## config.mk

```make
export PLATFORM = sky130hd
export DESIGN_NAME = key_event_decoder
export DESIGN_NICKNAME = d
export VERILOG_FILES = /design/src/rtl/rainbow_pkg.sv /design/src/rtl/evt_timer.sv /design/src/rtl/key_event_decoder.sv
export SDC_FILE = /design/constraint.sdc
export NUM_CORES = 1
export LEC_CHECK = 0
export CORE_MARGIN = 3
export CORE_UTILIZATION = 35
export CTS_BUF_LIST = sky130_fd_sc_hd__clkbuf_8
export DETAILED_ROUTE_END_ITERATION = 10
export HOLD_SLACK_MARGIN = 0.05
export PLACE_DENSITY_LB_ADDON = 0.12
export SYNTH_ARGS = -nofsm -noshare
export SYNTH_HDL_FRONTEND = slang
export SYNTH_SLANG_ARGS = --single-unit
```

## constraint.sdc

```tcl
create_clock -name CLK -period 2.7 [get_ports CLK]
set_input_delay 0.405 -clock CLK [delete_from_list [all_inputs] [get_ports CLK]]
set_output_delay 0.405 -clock CLK [all_outputs]
set_load 0.02 [all_outputs]
```

## src/rtl/rainbow_pkg.sv

```systemverilog
// Shared constants for the rainbow breathing LED key path.
// State encoding and 50 MHz default timing.
package rainbow_pkg;

  localparam logic [1:0] ST_IDLE  = 2'd0;
  localparam logic [1:0] ST_DOWN1 = 2'd1;
  localparam logic [1:0] ST_WAIT2 = 2'd2;
  localparam logic [1:0] ST_HOLD  = 2'd3;

  localparam int unsigned LONG_CYC_DEF = 25_000_000;
  localparam int unsigned DBL_CYC_DEF  = 12_500_000;
  localparam int unsigned SPD_DEF_DEF  = 3;

  function automatic int unsigned max_u(
    input int unsigned a,
    input int unsigned b
  );
    return (a > b) ? a : b;
  endfunction

endpackage

```

## src/rtl/evt_timer.sv

```systemverilog
// Clearable up-counter with a terminal-count compare.
// Counts only while enabled; clear has priority.
module evt_timer #(
  parameter int unsigned W = 4
) (
  input  logic         clk_i,
  input  logic         rst_i,
  input  logic         clr_i,
  input  logic         en_i,
  input  logic [W-1:0] cmp_i,
  output logic         tc_o
);

  logic [W-1:0] cnt_q;
  logic [W-1:0] cnt_d;

  always_comb begin
    cnt_d = cnt_q;
    if (clr_i) begin
      cnt_d = '0;
    end else if (en_i) begin
      cnt_d = cnt_q + 1'b1;
    end
  end

  always_ff @(posedge clk_i) begin
    if (rst_i) begin
      cnt_q <= '0;
    end else begin
      cnt_q <= cnt_d;
    end
  end

  assign tc_o = (cnt_q == cmp_i);

endmodule

```

## src/rtl/key_event_decoder.sv

```systemverilog
// Classifies debounced key presses into PRESS/RELEASE/SHORT/LONG/DOUBLE
// pulses and owns the SPEED/MODE user state of the breathing LED.
module key_event_decoder
  import rainbow_pkg::*;
#(
  parameter int unsigned LONG_CYC   = LONG_CYC_DEF,
  parameter int unsigned DBL_CYC    = DBL_CYC_DEF,
  parameter int unsigned SPD_W      = 3,
  parameter int unsigned SPD_LEVELS = 8,
  parameter int unsigned SPD_DEF    = SPD_DEF_DEF
) (
  input  logic             CLK,
  input  logic             RST,
  input  logic             KP,
  output logic             PRESS,
  output logic             RELEASE,
  output logic             SHORT,
  output logic             LONG,
  output logic             DOUBLE,
  output logic [SPD_W-1:0] SPEED,
  output logic             MODE
);

  localparam int unsigned TW =
    $clog2(max_u(LONG_CYC, DBL_CYC));

  localparam logic [TW-1:0] LONG_TC = TW'(LONG_CYC - 1);
  localparam logic [TW-1:0] DBL_TC  = TW'(DBL_CYC - 1);
  localparam logic [SPD_W-1:0] SPD_RST = SPD_W'(SPD_DEF);
  localparam logic [SPD_W-1:0] SPD_TOP = SPD_W'(SPD_LEVELS - 1);

  logic             kp_q;
  logic [1:0]       state_q, state_d;
  logic             press_q, press_d;
  logic             rel_q, rel_d;
  logic             short_q, short_d;
  logic             long_q, long_d;
  logic             dbl_q, dbl_d;
  logic [SPD_W-1:0] speed_q, speed_d;
  logic             mode_q, mode_d;

  logic          fall;
  logic          rise;
  logic          tc;
  logic          tmr_clr;
  logic          tmr_en;
  logic [TW-1:0] tmr_cmp;

  // kp_q resets low so a key held through reset never looks like a fall
  assign fall = kp_q & ~KP;
  assign rise = ~kp_q & KP;

  assign tmr_en  = (state_q == ST_DOWN1) | (state_q == ST_WAIT2);
  assign tmr_clr = (state_d != state_q);
  assign tmr_cmp = (state_q == ST_DOWN1) ? LONG_TC : DBL_TC;

  evt_timer #(
    .W (TW)
  ) u_tmr (
    .clk_i (CLK),
    .rst_i (RST),
    .clr_i (tmr_clr),
    .en_i  (tmr_en),
    .cmp_i (tmr_cmp),
    .tc_o  (tc)
  );

  always_comb begin
    state_d = state_q;
    press_d = 1'b0;
    rel_d   = 1'b0;
    short_d = 1'b0;
    long_d  = 1'b0;
    dbl_d   = 1'b0;
    speed_d = speed_q;
    mode_d  = mode_q;
    unique case (state_q)
      ST_IDLE: begin
        if (fall) begin
          state_d = ST_DOWN1;
          press_d = 1'b1;
        end
      end
      ST_DOWN1: begin
        if (rise) begin
          state_d = ST_WAIT2;
          rel_d   = 1'b1;
        end else if (tc) begin
          state_d = ST_HOLD;
          long_d  = 1'b1;
          speed_d = SPD_RST;
        end
      end
      ST_WAIT2: begin
        if (fall) begin
          state_d = ST_HOLD;
          press_d = 1'b1;
          dbl_d   = 1'b1;
          mode_d  = ~mode_q;
        end else if (tc) begin
          state_d = ST_IDLE;
          short_d = 1'b1;
          speed_d = (speed_q == SPD_TOP) ? '0
                    : speed_q + 1'b1;
        end
      end
      ST_HOLD: begin
        if (rise) begin
          state_d = ST_IDLE;
          rel_d   = 1'b1;
        end
      end
      default: state_d = ST_IDLE;
    endcase
  end

  always_ff @(posedge CLK) begin
    if (RST) begin
      kp_q    <= 1'b0;
      state_q <= ST_IDLE;
      press_q <= 1'b0;
      rel_q   <= 1'b0;
      short_q <= 1'b0;
      long_q  <= 1'b0;
      dbl_q   <= 1'b0;
      speed_q <= SPD_RST;
      mode_q  <= 1'b0;
    end else begin
      kp_q    <= KP;
      state_q <= state_d;
      press_q <= press_d;
      rel_q   <= rel_d;
      short_q <= short_d;
      long_q  <= long_d;
      dbl_q   <= dbl_d;
      speed_q <= speed_d;
      mode_q  <= mode_d;
    end
  end

  assign PRESS   = press_q;
  assign RELEASE = rel_q;
  assign SHORT   = short_q;
  assign LONG    = long_q;
  assign DOUBLE  = dbl_q;
  assign SPEED   = speed_q;
  assign MODE    = mode_q;

endmodule

```

==> reports/qor.csv, run 1 <==
metric;value;unit
outcome;finished clean;
initial antenna violation count;0;
ANT cells;0;
routed len/inst;15.1;µm
ANT nets after route;0;
PnR Total Power;1.76;mW
R2R cell count;7;
internal cell power;1.09;mW
drt drc;0;
CTS Buffer Depth;2;
Worst Setup Start Kind;flip-flop;
Sw Ratio;38.3;%
synth warn;0;
P&R area growth vs syn;17.6;%
Num CTS Buffers;5;
Tightest Pin Transition;0.729;ns
ys flop type;dfxtp_1;
Switch Pwr;0.675;mW
Comb power frac;43.2;%
Final setup viols;0;
final net count;290;
pre-CTS setup slack;0.174;ns
final worst slack;0.140;ns
post_cts resized;0;
Worst path slowest cell;a22oi_4;
syn avg cell area;8.36;µm²
htree depth;2;
largest delay contributor family on the critical path;simple AND/OR/NAND/NOR gates;
Max Clock Skew;0.00725;ns
synthesized net count;271;
Synth Cell Area;2170;µm²
Post-synth EDFFs;0;
leak pwr;0.849;nW
crit-path cells;inv_1 -> ha_1 -> nor2b_1 -> a21oi_1 -> or4b_4 -> a22oi_4 -> nor4_1;
Max rail drop VDD;0.376;mV
Die Footprint;7190;µm²
Root Driver;clkbuf_8;
Worst path depth;7;
Post-Route Utilization;42.9;%
Distinct cells, synth;50;
# fillers;624;
pwr dens;689;nW/µm²
register area share after synthesis;34.1;%
most frequent cells in the layout;dfxtp_1, nor4_1, nand2_1, buf_4, xor2_1;
Final Cycle Share;94.8;%
clock slew at reported path FFs;0.08;ns
largest net degree at the start of global routing;26;
Hold-fix buffers, CTS;0;
hold-critical path depth;2;
via count;1982;
global placement routability congestion;0.815;
Fin Hold WS;0.498;ns
Port Buffers;11;
Clock Latency Late Sink;0.29;ns
initial DRC count;50;
CP Class;reg -> reg;
most common cell after layout, fill and taps aside;dfxtp_1;
Tmin final;2.56;ns
Tot GR Track Use;15.6;%
RSZ-0062 raised after global routing;false;
setup bufs post-CTS;0;
share of power burned in registers;34.0;%
vias per std cell;5.60;
DP HPWL;3.69;mm
Remaining Overflow, GRT;0;
Worst EP required;2.84;ns
Yosys reg bits;37;
dominant cells by area after synthesis;dfxtp_1, nor4_1, xor2_1;
TritonRoute pass-1 iters;4;
DRT Wirelength;5.35;mm
CP Buf/Inv Count;1;
Clk pwr share;22.8;%
TritonCTS Sinks;37;
TNS Setup;0;ns
maxcap violations;0;
vias in the first global route;1877;
Yosys top cell area share;34.1;%
Pins Over Slew Limit;0;
worst path arrival time;2.70;ns
I/O pin count;12;
worst-path fanout max;25;
die height;84.8;µm
CTS tree;yes;
share of layout cells above drive strength 1;12.5;%
Critical Path Max Stage Delay;0.64;ns
Post-synth ARST share;0;%
Starting Density;36.5;%
Die X;84.8;µm
largest area contributor in the netlist;dfxtp_1;
Final Hold Viols;0;
fmax;0.391;GHz
Cells after Synth;260;
Worst slew margin;51.4;%
area of the core;5960;µm²
first-pass GRT wire length;9.16;mm
Worst Hold Class;reg -> reg;
# rows;28;
Crit. End Element;flip-flop;
==> final timing paths <==
path | to | from | slack [ns]
max | u_tmr.cnt_q[24] | state_q[1] | 0.14
min | SPEED[2] | SPEED[2] | 0.50
max reg2reg | u_tmr.cnt_q[24] | state_q[1] | 0.14
min reg2reg | SPEED[2] | SPEED[2] | 0.50
==> metal layers <==
metal,GRT usage [%],wire length (µm)
met2,25.3,2500
met3,4.22,218
met1,20.7,2600
met5,0,0
met4,3.88,27
==> kinds of logic after synthesis <==
kind of cell,share of synthesized area (%)
compound gates,10.6
xor+xnor,10.1
fa+ha+maj,5.07
buf+inv,5.47
flops,34.1
mux,0.461
simple gates,34.3
==> metrics by stage <==
step	area, µm²	cells
2_1_floorplan	2170	260
3_3_place_gp	2470	347
3_5_place_dp	2470	347
4_1_cts	2560	354
5_1_grt	2560	354
6_report	2560	354
==> power by group through the flow <==
stage               clock, mW  combinational, mW  sequential [mW]
global route            0.444              0.845            0.603
CTS                     0.424              0.752            0.598
finish                  0.402              0.761            0.598
global placement            0              0.756            0.611
detailed placement          0              0.748            0.611
floorplan                   0              0.494            0.621
==> registers in the layout, summed over array words and instances (netlist names) <==
| name | count |
|---|---|
| DOUBLE | 1 |
| LONG | 1 |
| MODE | 1 |
| PRESS | 1 |
| RELEASE | 1 |
| SHORT | 1 |
| SPEED | 3 |
| kp_q | 1 |
| state_q | 2 |
| u_tmr.cnt_q | 25 |
==> area by class of cell <==
type,instances,area [µm²],area share (%)
multi-input combinational,196,1320,51.6
sequential,37,741,29.0
timing repair buffer,30,278,10.9
tap,75,93.8,3.67
clock buffer,6,82.6,3.23
inverter,9,33.8,1.32
clock inverter,1,7.51,0.294
==> Yosys cell counts (all sizes together), types with 2 or more instances <==
| cell | n |
|---|---|
| nand3 | 11 |
| nand4 | 15 |
| ha | 8 |
| nor2 | 10 |
| buf | 9 |
| nor3b | 2 |
| xor2 | 15 |
| a21oi | 6 |
| or3 | 3 |
| inv | 9 |
| nor2b | 4 |
| and3 | 4 |
| clkbuf | 9 |
| a211oi | 3 |
| nor4b | 2 |
| xnor2 | 10 |
| nand2 | 17 |
| a22oi | 2 |
| nand2b | 3 |
| nand3b | 2 |
| o21ai | 11 |
| nor3 | 13 |
| nor4 | 32 |
| a31oi | 2 |
| and2 | 2 |
| or2 | 2 |
| dfxtp | 37 |
==> worst reg2reg max path: stages (launching register included) <==
cell	delay, ns
dfxtp_1	0.31
inv_1	0.10
ha_1	0.29
nor2b_1	0.16
a21oi_1	0.12
or4b_4	0.63
a22oi_4	0.64
nor4_1	0.15
No activity file was read; power rests on OpenSTA's default activity.
==> inputs of run 2 (changes only) <==
--- a/config.mk
+++ b/config.mk
@@ -5,8 +5,8 @@
 export SDC_FILE = /design/constraint.sdc
 export NUM_CORES = 1
 export LEC_CHECK = 0
-export CORE_MARGIN = 3
-export CORE_UTILIZATION = 35
+export CORE_MARGIN = 2
+export CORE_UTILIZATION = 54
 export CTS_BUF_LIST = sky130_fd_sc_hd__clkbuf_8
 export DETAILED_ROUTE_END_ITERATION = 10
 export HOLD_SLACK_MARGIN = 0.05
==> run 2 against run 1 <==
Sequential cell count unchanged. Critical path depth increased by 2. Non-clock buffer count decreased by 4. Sequential power about the same. Core utilization increased by 21 points. Cell area decreased by 1.2%. Critical path type unchanged. Highest routed layer unchanged.
==> reports/qor.csv, run 2 (same netlist as run 1, synthesis figures left out) <==
metric;value;unit;change
outcome;finished clean;;
worst-path fanout max;25;;unchanged
hold-critical path depth;2;;unchanged
Worst Hold Class;reg -> reg;;
post_cts resized;0;;unchanged
Tmin final;2.28;ns;-0.278 ns
initial antenna violation count;0;;unchanged
P&R area growth vs syn;16.2;%;
DRT Wirelength;4.96;mm;-7.2%
global placement routability congestion;0.856;;+5.0%
Final Hold Viols;0;;unchanged
Remaining Overflow, GRT;0;;unchanged
CP Class;reg -> reg;;
Port Buffers;11;;unchanged
fmax;0.438;GHz;+12%
first-pass GRT wire length;8.35;mm;-8.9%
# rows;23;;-18%
RSZ-0062 raised after global routing;false;;
setup bufs post-CTS;0;;unchanged
ANT nets after route;0;;unchanged
TNS Setup;0;ns;unchanged
worst path arrival time;2.45;ns;-0.25 ns
area of the core;3940;µm²;-34%
Final Cycle Share;84.5;%;-10 points
largest net degree at the start of global routing;26;;unchanged
Hold-fix buffers, CTS;0;;unchanged
Worst EP required;2.87;ns;+0.03 ns
Final setup viols;0;;unchanged
final worst slack;0.417;ns;+0.278 ns
R2R Setup Slk;0.42;ns;+0.28 ns
share of power burned in registers;31.4;%;-2.6 points
Starting Density;55.1;%;+19 points
die height;67.4;µm;-20%
ANT cells;0;;unchanged
Crit. End Element;flip-flop;;
most frequent cells in the layout;dfxtp_1, nor4_1, nand2_1;;
Tightest Pin Transition;0.379;ns;-0.350 ns
max reg flops;25;;unchanged
FF-to-FF Start;state_q[1];;
Num CTS Buffers;5;;unchanged
Root Driver;clkbuf_8;;
internal cell power;1.24;mW;+14%
Sw Ratio;35.2;%;-3.1 points
maxcap violations;0;;unchanged
Hold EP;SPEED[2];;
final net count;286;;-1.4%
vias in the first global route;1790;;-4.6%
Top reg by flops;u_tmr.cnt_q;;
most common cell after layout, fill and taps aside;dfxtp_1;;
routed len/inst;15.2;µm;+0.72%
Switch Pwr;0.672;mW;-0.44%
Pins Over Slew Limit;0;;unchanged
Comb power frac;38.8;%;-4.4 points
Tot GR Track Use;24.1;%;+8.5 points
Max Clock Skew;0.00709;ns;-0.000162 ns
Post-Route Utilization;64.1;%;+21 points
Worst Setup Start Kind;flip-flop;;
Worst Hold Launch;SPEED[2];;
pwr dens;756;nW/µm²;+9.6%
share of layout cells above drive strength 1;11.6;%;-0.95 points
leak pwr;0.856;nW;+0.86%
Die Footprint;4550;µm²;-37%
CTS tree;yes;;
reg-to-reg endpoint;u_tmr.cnt_q[17];;
initial DRC count;187;;+270%
vias per std cell;6.03;;+7.7%
Clock Latency Late Sink;0.29;ns;about the same
Clk pwr share;29.8;%;+7.0 points
TritonRoute pass-1 iters;4;;unchanged
R2R cell count;9;;+2
I/O pin count;12;;unchanged
pre-CTS setup slack;0.187;ns;+0.0137 ns
via count;1966;;-0.81%
Worst slew margin;74.1;%;+23 points
Fin Hold WS;0.503;ns;+0.00540 ns
htree depth;2;;unchanged
drt drc;0;;unchanged
TritonCTS Sinks;37;;unchanged
Die X;67.4;µm;-20%
clock slew at reported path FFs;0.08;ns;about the same
CTS Buffer Depth;2;;unchanged
DP HPWL;3.41;mm;-7.6%
Max rail drop VDD;0.477;mV;+27%
[run 2: worst max-delay path, stage by stage, from the launching register on]
cell and delay (ns):
dfxtp_1 0.31, inv_1 0.17, ha_1 0.28, buf_4 0.20, or3b_2 0.45, o221ai_1 0.10
a211oi_1 0.15, a22oi_4 0.23, buf_12 0.19, nor4_1 0.07
[run 2: worst max path at each step]
stage,startpoint,end,slack (ns),cells past startpoint
floorplan,state_q[1],u_tmr.cnt_q[0],0.33,9
finish,state_q[1],u_tmr.cnt_q[17],0.42,9
detailed placement,KP,u_tmr.cnt_q[12],0.19,7
global placement,KP,u_tmr.cnt_q[2],0.28,7
CTS,state_q[1],u_tmr.cnt_q[10],0.41,9
global route,state_q[1],u_tmr.cnt_q[17],0.17,9
[run 2: area by class of cell]
class                   instances  area [µm²]
inverters                       9        33.8
multi-input cells             196        1320
fillers                       358        1420
clock buffers                   5        68.8
repair buffers                 26         235
flip-flops and latches         37         741
well taps                      50        62.6
clock inverters                 3        65.1
[run 2: metrics by stage]
| stage | cells | cell area (µm²) | total power, mW |
|---|---|---|---|
| after floorplan | 260 | 2170 | 1.12 |
| after CTS | 326 | 2530 | 1.91 |
| after global routing | 326 | 2530 | 2.02 |
| after detailed placement | 318 | 2390 | 1.34 |
| final | 326 | 2530 | 1.91 |
| after global placement | 318 | 2390 | 1.34 |
[run 2: per-layer routing]
layer | vias up | routed length [µm] | GRT usage [%]
met2 | 28 | 2440 | 43.1
met4 | 0 | 47 | 5.36
li1 | 996 | - | -
met1 | 935 | 2330 | 29.7
met5 | - | 0 | 0
met3 | 7 | 146 | 5.00
[run 2: power by group through the flow]
| stage | Combinational, mW | Sequential [mW] | Clock [mW] |
|---|---|---|---|
| 6_report | 0.740 | 0.600 | 0.569 |
| 5_1_grt | 0.811 | 0.606 | 0.600 |
| 4_1_cts | 0.729 | 0.600 | 0.580 |
| 3_5_place_dp | 0.725 | 0.612 | 0 |
| 3_3_place_gp | 0.724 | 0.612 | 0 |
| 2_1_floorplan | 0.494 | 0.621 | 0 |
==> inputs of run 3 (changes only) <==
==> constraint.sdc (replaced) <==
create_clock -name CLK -period 2.3 [get_ports CLK]
set_input_delay 0.345 -clock CLK [delete_from_list [all_inputs] [get_ports CLK]]
set_output_delay 0.345 -clock CLK [all_outputs]
set_load 0.02 [all_outputs]
==> run 3 against run 2 <==
Register-to-register slack worse by 0.33 ns. Critical endpoint unchanged. First-iteration DRC count decreased by 47%. Critical path type unchanged. Routed wire length grew 13%. Die area unchanged.
==> reports/qor.csv, run 3 (same netlist as run 1, synthesis figures left out) <==
metric;value;unit;change
outcome;finished clean;;
Layout Cells excl Fill;347;;+6.4%
Port Buffers;11;;unchanged
final net count;308;;+7.7%
hold-critical path depth;2;;unchanged
final instance area;2710;µm²;+7.1%
pre-CTS setup slack;-0.0925;ns;-0.280 ns
max reg flops;25;;unchanged
Tightest Pin Transition;0.379;ns;+0.000368 ns
largest delay contributor family on the critical path;buffers and inverters;;
Hold EP;SPEED[2];;
Final setup viols;0;;unchanged
Tmin final;2.21;ns;-0.0707 ns
placed instance count;331;;+4.1%
Critical Path Max Stage Delay;0.33;ns;-0.12 ns
# rows;23;;unchanged
maxcap violations;0;;unchanged
fmax;0.452;GHz;+3.2%
Final Hold Viols;0;;unchanged
area of the core;3940;µm²;unchanged
I/O pin count;12;;unchanged
Starting Density;55.1;%;unchanged
Worst Hold Class;reg -> reg;;
Hold-fix buffers, CTS;0;;unchanged
largest net degree at the start of global routing;26;;unchanged
Remaining Overflow, GRT;0;;unchanged
die height;67.4;µm;unchanged
ANT nets after route;0;;unchanged
pwr dens;801;nW/µm²;+6.0%
vias per std cell;5.96;;-1.2%
R2R cell count;11;;+2
DP Area;2500;µm²;+4.6%
Die X;67.4;µm;unchanged
DRT Wirelength;5.61;mm;+13%
P&R area growth vs syn;24.5;%;
Worst Setup Start Kind;flip-flop;;
# fillers;342;;-4.5%
Crit. End Element;flip-flop;;
initial DRC count;100;;-47%
Max Clock Skew;0.00624;ns;-0.000848 ns
htree depth;2;;unchanged
Worst path slowest cell;dfxtp_1;;
vias in the first global route;1970;;+10%
via count;2068;;+5.2%
Num CTS Buffers;5;;unchanged
Worst Hold Launch;SPEED[2];;
DP HPWL;3.72;mm;+9.0%
Die Footprint;4550;µm²;unchanged
FF-to-FF Start;state_q[1];;
Post-Route Utilization;68.6;%;+4.6 points
most common cell after layout, fill and taps aside;dfxtp_1;;
Tot GR Track Use;26.6;%;+2.5 points
Clock Latency Late Sink;0.29;ns;about the same
Top reg by flops;u_tmr.cnt_q;;
most frequent cells in the layout;dfxtp_1, buf_4, nor4_1;;
CP Class;reg -> reg;;
first-pass GRT wire length;9.14;mm;+9.4%
ANT cells;0;;unchanged
Pins Over Slew Limit;0;;unchanged
Worst slew margin;74.5;%;+0.43 points
R2R Setup Slk;0.09;ns;-0.33 ns
reg-to-reg endpoint;u_tmr.cnt_q[17];;
TritonCTS Sinks;37;;unchanged
Worst EP required;2.48;ns;-0.39 ns
CTS tree;yes;;
initial antenna violation count;0;;unchanged
CP Buf/Inv Count;5;;+2
global placement routability congestion;0.816;;-4.7%
leak pwr;0.944;nW;+10%
final worst slack;0.0881;ns;-0.329 ns
drt drc;0;;unchanged
Root Driver;clkbuf_8;;
Max rail drop VDD;0.518;mV;+8.6%
PnR Total Power;2.17;mW;+14%
most used cell, CP;buf_4;;
crit-path cells;inv_1 -> buf_4 -> ha_1 -> buf_4 -> nand2_1 -> o221ai_1 -> a211oi_2 -> buf_4 -> a22oi_4 -> buf_12 -> nor4_1;;
Final Cycle Share;96.2;%;+12 points
CTS Buffer Depth;2;;unchanged
TritonRoute pass-1 iters;4;;unchanged
routed len/inst;16.2;µm;+6.2%
worst path arrival time;2.39;ns;-0.06 ns
clock slew at reported path FFs;0.07;ns;about the same
worst-path fanout max;13;;-48%
share of layout cells above drive strength 1;19.5;%;+7.9 points
-- run 3: worst register-to-register path, cell delays in order (launching register included) --
cell	delay [ns]
dfxtp_1	0.33
inv_1	0.06
buf_4	0.15
ha_1	0.22
buf_4	0.16
nand2_1	0.05
o221ai_1	0.15
a211oi_2	0.25
buf_4	0.17
a22oi_4	0.08
buf_12	0.17
nor4_1	0.31
-- run 3: power breakdown --
part	total, mW	switching [mW]	internal, mW
Combinational	1.01	0.571	0.443
Sequential	0.704	0.0277	0.676
Clock	0.450	0.217	0.233
Total	2.17	0.815	1.35
-- run 3: cell type report --
class / instances / area [µm²] / area share, %
inverters: 9 / 33.8 / 1.25
well taps: 50 / 62.6 / 2.31
repair buffers: 47 / 418 / 15.4
flip-flops and latches: 37 / 741 / 27.4
multi-input cells: 197 / 1370 / 50.4
clock inverters: 1 / 3.75 / 0.139
clock buffers: 6 / 82.6 / 3.05
-- run 3: routing by layer --
metal,global-route usage (%),up-vias,routed length [µm]
met2,47.9,40,2860
li1,-,1040,-
met4,9.18,0,82
met1,31.4,979,2490
met5,0,-,0
met3,5.17,9,180
-- run 3: worst max-delay path by stage --
stage	start	endpoint	slack [ns]	depth (start not counted)
floorplan	state_q[1]	u_tmr.cnt_q[0]	0.03	9
global placement	state_q[1]	u_tmr.cnt_q[4]	-0.003	7
detailed placement	state_q[1]	u_tmr.cnt_q[17]	-0.09	8
CTS	state_q[0]	u_tmr.cnt_q[17]	0.04	8
global route	state_q[1]	u_tmr.cnt_q[10]	-0.02	11
finish	state_q[1]	u_tmr.cnt_q[17]	0.09	11
-- run 3: through the flow --
step	setup TNS, ns	hold slack (ns)
final	0	0.498
after global routing	-0.0241	0.546
after CTS	0	0.507
after detailed placement	-1.64	0.498
after global placement	-0.00321	0.487
after floorplan	0	0.529
-- run 3: timing repair --
item / in CTS / in global routing
resized for setup: 1 / 5
pin swaps: 2 / 3
setup endpoints to repair: 25 / 26
setup buffers: 2 / 6
cloned: 1 / 0
